<file path="src/rtl/bp_fe_fetch_splitter.sv">
// Fetch splitter: re-cuts a stream of 32-bit instructions at 2-byte-aligned
// PCs into 4-byte-aligned fetch words. A misaligned instruction leaves its
// upper half pending in a carry register. That half is merged with the lower
// half of the next contiguous instruction, or emitted alone as a drain word
// when the run ends.

package bp_fe_splitter_pkg;

  localparam int instr_width_gp = 32;

  // Processor configurations understood by this block; only the virtual
  // address width matters here.
  typedef enum logic [1:0] {
    e_bp_default_cfg = 2'd0,
    e_bp_sv48_cfg    = 2'd1,
    e_bp_sv32_cfg    = 2'd2
  } bp_params_e;

  function automatic int vaddr_width_f(input bp_params_e cfg);
    case (cfg)
      e_bp_sv48_cfg: return 48;
      e_bp_sv32_cfg: return 32;
      default:       return 39;
    endcase
  endfunction

  // e_ready : no half pending
  // e_carry : upper half of the previous instruction is held in carry_r
  // e_drain : held half must be emitted on its own; no input is accepted
  typedef enum logic [1:0] {
    e_ready = 2'd0,
    e_carry = 2'd1,
    e_drain = 2'd2
  } splitter_state_e;

endpackage

module bp_fe_fetch_splitter
  import bp_fe_splitter_pkg::*;
#(
  parameter bp_params_e bp_params_p   = e_bp_default_cfg,
  localparam int        vaddr_width_p = vaddr_width_f(bp_params_p)
) (
  input  logic                      clk_i,
  input  logic                      reset_n_i,

  input  logic                      instr_v_i,
  input  logic [vaddr_width_p-1:0]  instr_pc_i,
  input  logic [instr_width_gp-1:0] instr_i,
  input  logic                      instr_last_i,
  output logic                      instr_ready_and_o,

  input  logic                      poison_i,

  output logic                      word_v_o,
  output logic [vaddr_width_p-1:0]  word_pc_o,
  output logic [31:0]               word_data_o,
  output logic                      word_branch_site_o,
  input  logic                      word_ready_and_i,

  output logic                      err_o
);

  // One halfword step in PC space; all PC arithmetic wraps at vaddr_width_p.
  localparam logic [vaddr_width_p-1:0] half_step_lp = vaddr_width_p'(2);

  splitter_state_e            state_r, state_n;
  logic [15:0]                carry_r;
  logic [vaddr_width_p-1:0]   carry_pc_r;
  logic                       err_r;

  logic                       w_in_carry;
  logic                       w_in_drain;
  logic                       w_misaligned;
  logic [vaddr_width_p-1:0]   w_carry_next_pc;
  logic                       w_discontinuity;
  logic                       w_live;
  logic                       w_instr_fire;
  logic                       w_load_carry;

  assign w_in_carry      = (state_r == e_carry);
  assign w_in_drain      = (state_r == e_drain);
  assign w_misaligned    = instr_pc_i[1];

  // The only instruction that continues a pending carry starts one halfword
  // after the held half.
  assign w_carry_next_pc = carry_pc_r + half_step_lp;
  assign w_discontinuity = w_in_carry & instr_v_i & (instr_pc_i != w_carry_next_pc);

  // Reset and poison both silence the handshakes in the cycle they appear.
  assign w_live          = reset_n_i & ~poison_i;

  assign w_instr_fire    = instr_v_i & instr_ready_and_o;

  // Every accepted instruction in e_carry is contiguous and therefore
  // misaligned, so it always leaves a new upper half behind.
  assign w_load_carry    = w_instr_fire & (w_in_carry | w_misaligned);

  // State register.
  // NOTE: sequential state is written with non-blocking assignments so every
  // flop samples the pre-edge values and simulation matches the synthesised
  // netlist regardless of process ordering.
  always_ff @(posedge clk_i) begin
    if (!reset_n_i) begin
      state_r <= e_ready;
    end else begin
      state_r <= state_n;
    end
  end

  // Next-state decision: poison wins over everything, then the per-state rules.
  // NOTE: the next-state value is given a default before any branch so the
  // combinational block covers every path and no latch is inferred.
  always_comb begin
    state_n = state_r;
    if (poison_i) begin
      state_n = e_ready;
    end else begin
      case (state_r)
        e_ready: begin
          if (w_instr_fire && w_misaligned) begin
            state_n = instr_last_i ? e_drain : e_carry;
          end
        end
        e_carry: begin
          if (w_discontinuity) begin
            state_n = e_drain;
          end else if (w_instr_fire) begin
            state_n = instr_last_i ? e_drain : e_carry;
          end
        end
        e_drain: begin
          if (word_ready_and_i) begin
            state_n = e_ready;
          end
        end
        default: state_n = e_ready;
      endcase
    end
  end

  // Output decode: handshakes plus the word assembled for the current state.
  always_comb begin
    // A discontinuous instruction is refused outright; the held half drains
    // first and the instruction is taken again from e_ready.
    instr_ready_and_o  = w_live & word_ready_and_i & ~w_in_drain & ~w_discontinuity;
    word_v_o           = w_live & (w_in_drain | (instr_v_i & ~w_discontinuity));

    word_pc_o          = instr_pc_i;
    word_data_o        = instr_i;
    word_branch_site_o = instr_last_i;

    case (state_r)
      e_ready: begin
        if (w_misaligned) begin
          // Only the lower instruction half lands in this word (upper slot).
          word_data_o        = {instr_i[15:0], 16'h0000};
          word_branch_site_o = 1'b0;
        end
      end
      e_carry: begin
        word_pc_o          = carry_pc_r;
        word_data_o        = {instr_i[15:0], carry_r};
        word_branch_site_o = 1'b0;
      end
      e_drain: begin
        word_pc_o          = carry_pc_r;
        word_data_o        = {16'h0000, carry_r};
        word_branch_site_o = 1'b1;
      end
      default: begin
        word_pc_o          = instr_pc_i;
      end
    endcase
  end

  // Carry datapath: capture the upper half of each misaligned instruction.
  // NOTE: the carry registers are reset explicitly so a half pending when
  // reset arrives can never leak into the first word of the next run.
  always_ff @(posedge clk_i) begin
    if (!reset_n_i) begin
      carry_r    <= 16'h0000;
      carry_pc_r <= '0;
    end else if (poison_i) begin
      carry_r    <= 16'h0000;
    end else if (w_load_carry) begin
      carry_r    <= instr_i[31:16];
      carry_pc_r <= instr_pc_i + half_step_lp;
    end
  end

  // Sticky protocol-error flag, raised by a discontinuity inside a run.
  always_ff @(posedge clk_i) begin
    if (!reset_n_i) begin
      err_r <= 1'b0;
    end else if (w_discontinuity && !poison_i) begin
      err_r <= 1'b1;
    end
  end

  assign err_o = err_r;

endmodule

</file>
<file path="config.mk">
export PLATFORM = sky130hd
export DESIGN_NAME = bp_fe_fetch_splitter
export DESIGN_NICKNAME = d
export VERILOG_FILES = /design/src/rtl/bp_fe_fetch_splitter.sv
export SDC_FILE = /design/constraint.sdc
export NUM_CORES = 1
export LEC_CHECK = 0
export ABC_CLOCK_PERIOD_IN_PS = 7700
export CAP_MARGIN = 20
export CELL_PAD_IN_SITES_DETAIL_PLACEMENT = 2
export CELL_PAD_IN_SITES_GLOBAL_PLACEMENT = 2
export CORE_ASPECT_RATIO = 0.8
export CORE_MARGIN = 3
export CORE_UTILIZATION = 30
export DETAILED_ROUTE_END_ITERATION = 6
export PLACE_DENSITY = 0.9
export SETUP_SLACK_MARGIN = 0.15
export SYNTH_ARGS = -nofsm -noshare
export SYNTH_HDL_FRONTEND = slang
export SYNTH_SLANG_ARGS = --single-unit
</file>
<file path="constraint.sdc">
create_clock -name clk_i -period 7.7 [get_ports clk_i]
set_input_delay 2.31 -clock clk_i [delete_from_list [all_inputs] [get_ports clk_i]]
set_output_delay 2.31 -clock clk_i [all_outputs]
set_load 0.02 [all_outputs]
</file>
==> results of run 1 <==
-- metal layers --
metal | GRT usage [%] | up-vias
met1 | 31.0 | 3058
met2 | 43.6 | 165
li1 | - | 2756
met5 | 0 | -
met4 | 6.96 | 0
met3 | 3.35 | 39
-- cell type report --
class	instances	area share (%)
clock buffer	12	3.45
timing repair buffer	177	22.9
tap	220	3.70
clock inverter	4	1.31
sequential	58	15.6
multi-input combinational	545	52.1
inverter	17	0.857
-- flip-flops by register name, summed over array words and instances (netlist names) --
register / flops
state_r: 2
carry_pc_r: 39
carry_r: 16
err_o: 1
-- worst min-delay path, stage by stage (launching register included) --
cell and delay [ns]:
dfxtp_1 0.31, nand2_1 0.05, o21ai_0 0.06
-- what timing repair did --
item                                    CTS  global route
pin swaps                                 0             0
gates resized for setup                   4             5
hold endpoints to repair                  0             0
endpoints found under the setup margin    2             2
cloned                                    0             0
-- where the power goes --
part,internal [mW],switching (mW)
Combinational,0.135,0.148
Clock,0.334,0.161
Sequential,0.305,0.0105
Total,0.774,0.319
-- cells in the mapped netlist, types with 3 or more instances --
library cell and n:
a211oi_1 18, a211oi_2 20, a21oi_1 58, a22o_1 32, a31oi_1 4, and2_1 6, and3_1 16, and4_1 10
buf_2 11, buf_4 6, clkbuf_1 35, dfxtp_1 58, ha_1 6, inv_1 16, mux2_2 33, mux2i_1 6
nand2_1 52, nand2b_1 5, nand3_1 51, nand3b_1 4, nand4_1 17, nor2_1 17, nor3_1 11, nor4_1 11
o211ai_1 3, o21a_1 3, o21ai_0 34, or3_1 6, or4_1 3, xnor2_1 50, xor2_1 37
-- cell families after synthesis --
kind of cell	count (synthesis)
compound gates	190
xor+xnor	87
fa+ha+maj	6
buf+inv	73
flops	58
mux	39
simple gates	223
-- per-stage QoR --
stage | instance area, µm² | util, % | std cells
2_1_floorplan | 5340 | - | 676
3_3_place_gp | 7080 | 41.7 | 1016
3_5_place_dp | 7090 | 41.8 | 1017
4_1_cts | 7440 | 43.9 | 1033
5_1_grt | 7440 | 43.9 | 1033
6_report | 7440 | 43.9 | 1033
-- final timing paths --
kind	slack, ns	end	start
setup reg to reg	2.61	carry_pc_r[33]	carry_pc_r[1]
hold reg to reg	0.47	carry_r[0]	carry_r[0]
setup / recovery	0.31	word_v_o	instr_pc_i[12]
hold / removal	0.47	carry_r[0]	carry_r[0]
==> qor.yml, run 1 <==
io_buffers: 151
maxCapViolations: 0
leakagePower_nw: 2.47
cp_data_arrival_time_ns: 5.08
num_io_pins: 152
post_drt_wl_per_cell_um: 23.7
fin_crit_ns: 7.39
crit_chain: "clkdlybuf4s50_1, xnor2_1, a31oi_1, nor4_2, nand2_1, or4_1, nor4_1, buf_4, nand2_1, a21oi_1, o21a_1, clkbuf_2"
synth.area.top_cells: "dfxtp_1 22%, xnor2_1 8.2%, mux2_2 7.0%, xor2_1 6.1%, a21oi_1 5.4%"
outcome: "finished clean"
setup_viol: 0
rsz0062_at_grt: "false"
cts_root_buf: "clkbuf_16"
async_flop_share_pct: 0
cts_max_level: 3
syn_area_um2: 5340
slowest_delay_ns: 0.53
numClockSinks: 58
final_common_cell: "clkdlybuf4s50_1"
gr-usage-all-layers_pct: 24.5
hold_violations: 0
fin_crit_sh_pct: 96.0
yosysTopAreaCell: "dfxtp_1"
num_antenna_cells: 0
place_congestion: 0.920
finalPower_mw: 1.09
clk_latency_ns: 0.34
ys.flop_type: "dfxtp_1"
drc: 0
reg2reg_depth: 12
critPathMaxFanout: 4
coreArea_um2: 17000
die-area_um2: 19400
synthCells: 676
met3RoutedLength_um: 995
ir_drop_uv: 84.0
dp_slack_ns: -0.149
synthAdderAreaFrac_pct: 1.41
worst-path-stages: 12
antenna_found_initial: 0
path_buf_inv: 3
detail_route.first_pass.iterations: 4
grt_pass1_wl_mm: 38.5
routed-via-count: 6018
synth_edf_count: 0
nFillCells: 1870
critical_path_required_ns: 5.39
fmax_mhz: 135
crit_slowest_cell: "or4_1"
synth-xor-area-share_pct: 14.3
synth_top_family_by_area: "compound AO/OA/AOI/OAI gates"
dieWidth_um: 155
hold_path.class: "reg2reg"
cts_hold_buf: 0
critPathKind: "in2out"
skew_ns: 0.00991
globalRoute.totalOverflow: 0
end_kind: "output port"
muxShareOfSynthArea_pct: 8.09
critPathTopFamily: "simple AND/OR/NAND/NOR gates"
p_per_area_nw_per_um2: 147
dr.first_iter.drc_count: 340
max-slew-margin-rel_pct: 32.1
fin_tns_setup_ns: 0
grt_start_max_net_pins: 46
yosys.area_share.simple_pct: 23.0
rows: 42
synthesis.nets: 759
drive_gt1_share_pct: 13.7
cts_buffers: 9
seq_area_um2: 1160
synth_compound_area_share_pct: 25.4
seq_area_frac_synth_pct: 21.8
start_util_pct: 31.4
hold_path_depth: 2
first_global_vias: 6606
multi_input_area_um2: 3880
slew_viol_final: 0
die_h_um: 125
crit_path_frequent_cell: "nand2_1"
post-cts-setup-buffers: 0
avgSynthCellArea_um2: 7.89
cp-start-kind: "primary input"
fin_nets: 891
met1Wirelength_mm: 10.4
top_layer_used: "met4"
hpwl_mm: 18.1
clkTransAtPathRegs_ns: 0.05
yosysWarnings: 0
worst_slack_ns: 0.306
layout_common_cells: "148 x clkdlybuf4s50_1, 58 x a21oi_1, 58 x dfxtp_1"
clockBufferDepth: 2
cts_tree: "built"
post-synth-top-area-fraction_pct: 21.8
worstMarginPinSlew_ns: 1.02
whs_ns: 0.475
antenna_left: 0
routed_wl_mm: 24.5
area_growth_pct: 39.5
ys_ff_latch: 58
viasPerCell: 5.83
wl_met2_mm: 12.5
ys_types: 57
Power figures use the tool's default switching activity.
==> inputs of run 2 (changes only) <==
==> config.mk (replaced) <==
export PLATFORM = sky130hd
export DESIGN_NAME = bp_fe_fetch_splitter
export DESIGN_NICKNAME = d
export VERILOG_FILES = /design/src/rtl/bp_fe_fetch_splitter.sv
export SDC_FILE = /design/constraint.sdc
export NUM_CORES = 1
export LEC_CHECK = 0
export ABC_AREA = 1
export ABC_CLOCK_PERIOD_IN_PS = 7700
export CAP_MARGIN = 20
export CELL_PAD_IN_SITES_DETAIL_PLACEMENT = 0
export CELL_PAD_IN_SITES_GLOBAL_PLACEMENT = 1
export CORE_ASPECT_RATIO = 0.8
export CORE_MARGIN = 3
export CORE_UTILIZATION = 36
export DETAILED_ROUTE_END_ITERATION = 6
export HOLD_SLACK_MARGIN = 0.06
export PLACE_DENSITY = 0.89
export SETUP_SLACK_MARGIN = 0.15
export SYNTH_ARGS = -nofsm -noshare
export SYNTH_HDL_FRONTEND = slang
export SYNTH_SLANG_ARGS = --single-unit
==> run 2 against run 1 <==
Cell count rose by 41%. Via count rose by 25%. Combinational power rose by 13%. Clock power fell by 27%. Register-to-register slack improved by 1.1 ns. Core utilization rose by 4.9 points. Synthesized cell count rose by 62%. Die area fell by 3.8%. Sequential power barely moved. Critical path type unchanged. Critical endpoint is now instr_ready_and_o. Highest routed layer unchanged.
==> qor.yml, run 2 <==
seq_area_frac_synth_pct: 18.9
setup_viol: 0
crit_chain: "clkdlybuf4s50_1, inv_1, nand2_1, nand2_1, inv_1, nand2_1, nand2_1, nand2_1, inv_1, nand3_1, nor2_1, nand3_1, nor2_1, nand2_1, nand2_2, nor2_1, nor4_1, dlymetal6s2s_1"
num_io_pins: 152
io_buffers: 151
drive_gt1_share_pct: 4.20
area_growth_pct: 32.3
worst_slack_ns: 0.742
synth.area.top_cells: "dfxtp_1 19%, nand2_1 18%, inv_1 11%, nor2_1 7.5%, o21ai_0 6.7%"
hpwl_mm: 18.8
cp-start-kind: "primary input"
fmax_mhz: 144
placedCellCount: 1441
antenna_found_initial: 0
cts_buffers: 9
post-cts-setup-buffers: 0
maxCapViolations: 0
post-synth-top-area-fraction_pct: 18.9
intPower_uw: 662
top_regs: "carry_pc_r x39, carry_r x16, state_r x2"
dr.first_iter.drc_count: 708
syn_area_um2: 6150
slew_viol_final: 0
critPathKind: "in2out"
max-slew-margin-rel_pct: 52.1
clockBufferDepth: 2
avgSynthCellArea_um2: 5.60
yosysTopAreaCell: "dfxtp_1"
routed-via-count: 7544
fin_nets: 1316
outcome: "finished clean"
cts_max_level: 3
ys_ff_latch: 58
viasPerCell: 5.18
hold_violations: 0
skew_ns: 0.00627
layout_common_cells: "295 x nand2_1, 182 x inv_1, 149 x clkdlybuf4s50_1"
pwr-share-comb_pct: 32.1
synthCells: 1097
cts_tree: "built"
yosysMostFrequentCell: "nand2_1"
rows: 42
critPathMaxFanout: 4
crit_path_frequent_cell: "nand2_1"
die-area_um2: 18700
dp_slack_ns: 0.413
first_global_vias: 6762
fin_crit_ns: 6.96
swShare_pct: 33.6
worstMarginPinSlew_ns: 0.717
end_kind: "output port"
numClockSinks: 58
worst-path-stages: 18
gr-usage-all-layers_pct: 24.5
post_dp_cell_area_um2: 7860
ys_top_cells_by_count: "295 x nand2_1, 182 x inv_1, 122 x nor2_1, 82 x o21ai_0, 69 x nand3_1"
hold_path.class: "reg2reg"
slowest_delay_ns: 0.54
routed_wl_mm: 23.5
leakagePower_nw: 3.36
fin_tns_setup_ns: 0
dieWidth_um: 152
coreArea_um2: 16700
antenna_left: 0
power.switching_uw: 336
critPathTopFamily: "simple AND/OR/NAND/NOR gates"
ys_types: 36
max_flop_register: "carry_pc_r"
detail_route.first_pass.iterations: 5
ys.flop_type: "dfxtp_1"
die_h_um: 123
stdcell_area_um2: 8130
grt_start_max_net_pins: 59
cts_root_buf: "clkbuf_16"
globalRoute.totalOverflow: 0
synthesis.nets: 1180
clk_latency_ns: 0.34
place_congestion: 0.966
critical_path_required_ns: 5.39
async_flop_share_pct: 0
grt_pass1_wl_mm: 36.3
post_drt_wl_per_cell_um: 16.1
yosysWarnings: 0
reg2reg_depth: 17
largest_reg_flops: 39
start_util_pct: 36.9
num_antenna_cells: 0
synth_edf_count: 0
fin_crit_sh_pct: 90.4
drc: 0
crit_slowest_cell: "clkdlybuf4s50_1"
clkTransAtPathRegs_ns: 0.05
seq_power_share_pct: 31.6
whs_ns: 0.456
path_buf_inv: 5
ir_drop_uv: 97.4
p_per_area_nw_per_um2: 123
cp_data_arrival_time_ns: 4.65
instances_no_fill: 1457
rsz0062_at_grt: "false"
final_common_cell: "nand2_1"
clockPowerShare_pct: 36.4
hold_path_depth: 2
==> run 2: final cells by class <==
| class | instances | area, µm² |
|---|---|---|
| Multi-Input combinational cell | 817 | 4150 |
| Clock buffer | 12 | 236 |
| Fill cell | 1805 | 8530 |
| Inverter | 186 | 698 |
| Tap cell | 220 | 275 |
| Timing Repair Buffer | 161 | 1590 |
| Sequential cell | 58 | 1160 |
| Clock inverter | 3 | 17.5 |
==> run 2: tightest hold or removal path, delay by kind of cell (launching register included) <==
family,cells,cell delay [ns]
flops,1,0.29
compound gates,1,0.06
buf+inv,1,0.06
==> run 2: logic make-up after synthesis <==
group	Yosys count	synth area share, %
buffers and inverters	222	13.8
DFF	58	18.9
and+or+nand+nor	564	40.1
adders and majority gates	6	1.22
AOI/OAI and AO/OA	191	17.9
xor gates and xnor gates	56	7.98
==> run 2: path summary, 6_finish.rpt <==
path                       end  slack [ns]     startpoint
max          instr_ready_and_o        0.74  instr_pc_i[8]
min                carry_r[14]        0.46    carry_r[14]
max reg2reg     carry_pc_r[19]        3.67  carry_pc_r[1]
min reg2reg        carry_r[14]        0.46    carry_r[14]
==> run 2: through the flow <==
| step | util (%) | total power [mW] |
|---|---|---|
| finish | 48.8 | 0.997 |
| global route | 48.8 | 1.04 |
| CTS | 48.7 | 1.00 |
| detailed placement | 47.2 | 0.638 |
| global placement | 47.2 | 0.639 |
| floorplan | - | 0.481 |
==> run 2: repair_timing <==
item,4_1_cts,5_1_grt
resized for setup,0,2
endpoints found under the hold margin,0,0
hold buffers,0,0
endpoints found under the setup margin,0,2
==> run 2: power by group through the flow <==
stage / clock network (mW) / registers (mW) / logic [mW]
floorplan: 0 / 0.318 / 0.163
global placement: 0 / 0.321 / 0.319
detailed placement: 0 / 0.321 / 0.317
CTS: 0.370 / 0.314 / 0.319
global route: 0.381 / 0.315 / 0.347
finish: 0.363 / 0.315 / 0.320
==> run 2: metal layers <==
metal	track usage, %	vias to the layer above	wire length, µm
li1	-	3796	-
met1	35.3	3363	10900
met2	36.8	368	9780
met3	6.31	17	2520
met4	5.33	0	276
met5	0	-	0
